### src/rtl/util_axis_uart_tx_arb.sv
// Round-robin AXIS arbiter feeding one UART TX byte stream.
// The grant is held per message (or per beat) and there is one output register slice.
module util_axis_uart_tx_arb #(
  parameter int num_req        = 4,
  parameter int data_bits      = 8,
  parameter bit lock_on_tlast  = 1'b1,
  parameter int timeout_cycles = 0
) (
  input  logic                           aclk,
  input  logic                           arst,
  input  logic [num_req*data_bits-1:0]   s_axis_tdata,
  input  logic [num_req-1:0]             s_axis_tvalid,
  input  logic [num_req-1:0]             s_axis_tlast,
  output logic [num_req-1:0]             s_axis_tready,
  output logic [data_bits-1:0]           m_axis_tdata,
  output logic                           m_axis_tvalid,
  input  logic                           m_axis_tready,
  output logic [num_req-1:0]             grant,
  output logic                           busy
);

  localparam int idx_w = (num_req > 1) ? $clog2(num_req) : 1;
  localparam int cnt_w = (timeout_cycles > 0) ? $clog2(timeout_cycles + 1) : 1;
  localparam logic [cnt_w-1:0] cnt_max = cnt_w'(timeout_cycles);

  typedef enum logic [0:0] {st_idle, st_locked} state_t;

  state_t               state_q, state_d;
  logic [num_req-1:0]   grant_q, grant_d;
  logic [idx_w-1:0]     gnt_idx_q, gnt_idx_d;
  logic [idx_w-1:0]     last_q, last_d;
  logic [cnt_w-1:0]     cnt_q, cnt_d;
  logic [data_bits-1:0] m_tdata_q;
  logic                 m_tvalid_q;

  logic                 take;
  logic                 accept;
  logic                 g_valid;
  logic                 g_last;
  logic                 timeout_hit;
  logic                 found;
  logic [idx_w-1:0]     next_idx;
  logic [data_bits-1:0] acc_data;

  // valid/ready: a beat moves on any edge where tvalid and tready are both high;
  // the slice can take a beat when it is empty or is draining this cycle.
  assign take          = ~m_tvalid_q | m_axis_tready;
  assign s_axis_tready = grant_q & {num_req{take}};
  assign accept        = |(s_axis_tvalid & s_axis_tready);
  assign g_valid       = |(s_axis_tvalid & grant_q);
  assign g_last        = |(s_axis_tlast & grant_q);
  assign acc_data      = s_axis_tdata[gnt_idx_q*data_bits +: data_bits];
  assign timeout_hit   = (timeout_cycles != 0) && (cnt_q == cnt_max) && !accept;

  assign m_axis_tdata  = m_tdata_q;
  assign m_axis_tvalid = m_tvalid_q;
  assign grant         = grant_q;
  assign busy          = (state_q == st_locked);

  // Rotating priority search starting just after the last granted index.
  always_comb begin
    int j;
    found    = 1'b0;
    next_idx = '0;
    for (int k = 1; k <= num_req; k++) begin
      j = int'(last_q) + k;
      if (j >= num_req) j = j - num_req;
      if (!found && s_axis_tvalid[j]) begin
        found    = 1'b1;
        next_idx = idx_w'(j);
      end
    end
  end

  always_comb begin
    state_d   = state_q;
    grant_d   = grant_q;
    gnt_idx_d = gnt_idx_q;
    last_d    = last_q;
    cnt_d     = cnt_q;
    case (state_q)
      st_idle: begin
        cnt_d = '0;
        if (found) begin
          grant_d           = '0;
          grant_d[next_idx] = 1'b1;
          gnt_idx_d         = next_idx;
          state_d           = st_locked;
        end
      end
      st_locked: begin
        if ((accept && (!lock_on_tlast || g_last)) || timeout_hit) begin
          state_d = st_idle;
          last_d  = gnt_idx_q;
          grant_d = '0;
          cnt_d   = '0;
        end else if (g_valid) begin
          cnt_d = '0;
        end else if (cnt_q != cnt_max) begin
          cnt_d = cnt_q + cnt_w'(1);
        end
      end
      default: state_d = st_idle;
    endcase
  end

  always_ff @(posedge aclk or posedge arst) begin
    if (arst) begin
      state_q   <= st_idle;
      grant_q   <= '0;
      gnt_idx_q <= '0;
      last_q    <= idx_w'(num_req - 1);
      cnt_q     <= '0;
    end else begin
      state_q   <= state_d;
      grant_q   <= grant_d;
      gnt_idx_q <= gnt_idx_d;
      last_q    <= last_d;
      cnt_q     <= cnt_d;
    end
  end

  // Output slice: a held beat survives release of the grant and drains normally.
  always_ff @(posedge aclk or posedge arst) begin
    if (arst) begin
      m_tdata_q  <= '0;
      m_tvalid_q <= 1'b0;
    end else if (accept) begin
      m_tdata_q  <= acc_data;
      m_tvalid_q <= 1'b1;
    end else if (m_axis_tready) begin
      m_tvalid_q <= 1'b0;
    end
  end

endmodule

### config.mk
export PLATFORM = sky130hd
export DESIGN_NAME = util_axis_uart_tx_arb
export DESIGN_NICKNAME = d
export VERILOG_FILES = /design/src/rtl/util_axis_uart_tx_arb.sv
export SDC_FILE = /design/constraint.sdc
export NUM_CORES = 1
export LEC_CHECK = 0
export CORE_MARGIN = 2
export CORE_UTILIZATION = 34
export DETAILED_ROUTE_END_ITERATION = 8
export GPL_TIMING_DRIVEN = 0
export HOLD_SLACK_MARGIN = 0.02
export PLACE_DENSITY = 0.87
export SETUP_SLACK_MARGIN = 0.05
export SYNTH_ARGS = -nofsm -noshare
export SYNTH_HDL_FRONTEND = slang
export SYNTH_SLANG_ARGS = --single-unit
### constraint.sdc
create_clock -name aclk -period 1.6 [get_ports aclk]
set_clock_uncertainty 0.1 [all_clocks]
set_input_delay 0.24 -clock aclk [delete_from_list [all_inputs] [get_ports aclk]]
set_output_delay 0.24 -clock aclk [all_outputs]
set_load 0.02 [all_outputs]
==> summary.md <==
| Metric | Value |
|---|---|
| Routed WL | `around 2.9 mm` |
| CTS tree | `yes` |
| Ys flop type | `dfrtp_1` |
| DR vias/cell | `5.47` |
| Number of H-tree levels | `1` |
| Clk sinks | `18` |
| Status | `complete, no violations` |
| R2R cell count | `3` |
| WP data required | `around 1.7 ns` |
| EDFF count, synth | `0` |
| Main combinational cell family by area after synthesis | `multiplexers` |
| Most frequent cell after synthesis | `dfrtp_1` |
| Reg2Reg Capture Point | `m_axis_tdata[1]` |
| Endpoints failing setup | `0` |
| Complex-gate fraction of the synthesized area | `15.8%` |
| Share of layout cells above drive strength 1 | `33.3%` |
| Clk buf depth | `2` |
| Synth area leaders | `dfrtp_1, mux4_2, mux2_2` |
| Post-synthesis area per instance | `around 13 um^2` |
| Nets | `191` |
| Max_slew headroom | `56.8%` |
| Synth warnings | `0` |
| Adder-cell share of the synthesized area | `0%` |
| Final TNS setup | `0 ns` |
| Peak supply drop | `0.554 mV` |
| Lkg Pwr | `roughly 0.00081 uW` |
| Num ports | `61` |
| Register-to-register setup slack | `0.06 ns` |
| Gr ovfl total | `0` |
| Cell area after synthesis | `1060 um^2` |
| GR Util All Layers | `16.9%` |
| RSZ-0062 raised after global routing | `true` |
| Initial antenna violation count | `0` |
| Ratio of final minimum period to clock period | `96.3%` |
| Crit-path max FO | `10` |
| Hold buffers post-CTS | `0` |
| Simple-gate share of the synthesized area | `10.5%` |
| CP Capture Type | `register` |
| Final core occ | `approximately 60%` |
| Cells after Synth | `80` |
| Commonest cells in the netlist | `dfrtp_1, mux2_2, mux4_2` |
| Number of synthesized register bits | `18` |
| Critical R2R Launch | `gnt_idx_q[0]` |
| Pin count of the biggest net entering global routing | `19` |
| Core area | `3000 um^2` |
| Detailed Routing Iterations Pass 1 | `4` |
| Setup CP Type | `reg2reg` |
| Number of global-route vias before repair | `1061` |
| Worst-path clk slew | `about 0.10 ns` |
| Pins over their slew limit | `0` |
| DRT antenna net count | `0` |
| Die ar. | `3570 um^2` |
| Die height | `around 60 um` |
| Power Total | `2640 uW` |
| CTS root buffer | `clkbuf_4` |
| FP Rows | `20` |
| Sequential share of the synthesized area | `42.9%` |
| Area growth syn-to-layout | `69.3%` |
| DR WL/cell | `16.2 um` |
| First-pass GRT wire length | `4.51 mm` |
| Yosys top cell area share | `37.9%` |
| GPL Wtd Cong | `approximately 0.77` |
| Num CTS Buffers | `3` |
| Fin. Hold Viols | `0` |
| Most area-hungry cell type in the Yosys netlist | `dfrtp_1` |
| Diode count | `0` |
| Worst-Skew Late Latency | `around 0.29 ns` |
| XOR/XNOR Fraction of Synth Area | `0%` |
| Worst path arrival time | `1.62 ns` |
| Initial Util | `35.2%` |
| Post-DP HPWL | `2.15 mm` |
| Count of cell types in the netlist | `30` |
| Vias | `984` |
| Hold/Removal Path Class | `in2async` |
| Worst setup SP type | `register` |
| Initial DRC count | `52` |
| Cell area power density | `1480 nW/um^2` |
| Final Critical Period | `1.54 ns` |
| Worst slew pin tran | `approximately 0.65 ns` |
| Max-Cap Viols | `0` |
| Mux cell area share after synthesis | `between 20 and 30%` |
| Hold slack | `0.235 ns` |
| Syn Nets | `~120` |
| Port buffer count | `60` |
| Area after DPL | `1700 um^2` |
| FMAX | `649 MHz` |
| Design area | `1790 um^2` |
| Asr flop ratio synth | `100%` |
| Die W | `between 50 and 60 um` |
| DRC viols | `0` |
==> state kept, by name, summed over array words and instances, names as in the netlist <==
signal         cells
gnt_idx_q          2
m_axis_tvalid      1
busy               1
last_q             2
grant              4
m_axis_tdata       8
==> cell families (layout without fill, tap and decap cells) <==
logic type	count (synthesis)	in the layout
AO/OA/AOI/OAI	19	19
buffers and inverters	6	73
AND/OR/NAND/NOR	19	19
flip-flops	18	18
multiplexers	18	18
==> per-stage QoR <==
stage	std cells	setup WS [ns]
final	180	0.0598
after global routing	180	-0.00619
after CTS	179	0.0509
after detailed placement	173	-0.445
after global placement	173	-0.405
after floorplan	80	0.0532
==> report_power, final <==
group          internal [uW]  total, uW  switching, uW
Combinational            836       1490            658
Clock                    139        275            136
Sequential               676        869            192
==> critical path, stage by stage (launching register included) <==
cell     delay (ns)
dfrtp_1        0.39
buf_8          0.17
mux4_2         0.50
mux2_2         0.27
==> layer usage <==
metal  share of wire (%)  GRT usage, %  up-vias  routed length, um
met2                  55          30.1       52               1590
met1                  37          19.1      483               1080
met5                   0             0        -                  0
met4                 1.1          6.98        0                 31
met3                 7.2          4.33        4                210
li1                    -             -      445                  -
==> cell type report <==
cell class,instances,area (um^2)
flip-flops and latches,18,455
fillers,250,1210
repair buffers,64,596
inverters,3,11.3
well taps,33,41.3
plain buffers,2,20.0
clock buffers,4,36.3
multi-input cells,56,628
==> what timing repair did <==
action	4_1_cts	5_1_grt
endpoints found under the hold margin	0	0
setup endpoints to repair	34	18
buffers inserted	3	1
resized for setup	38	8
pin swaps	1	1
==> worst max-delay path by stage <==
stage,depth (start not counted),end,from
finish,3,m_axis_tdata[1],gnt_idx_q[0]
global route,3,m_axis_tdata[4],gnt_idx_q[0]
CTS,4,s_axis_tready[0],m_axis_tready
detailed placement,5,grant[2],s_axis_tvalid[3]
global placement,5,grant[1],s_axis_tvalid[3]
floorplan,3,m_axis_tdata[0],gnt_idx_q[0]
==> cell usage in the layout, fill, tap and decap left out, types with 3 or more instances in the layout <==
cell and n:
buf_4 4, dfrtp_1 14, mux4_2 8, inv_1 3, buf_2 5, clkbuf_4 3
mux2_2 8, clkdlybuf4s50_1 38, nor2_1 4, dlygate4sd2_1 16, and2_1 4, a22oi_1 3
Note: power is estimated with default switching activity, not from simulation.
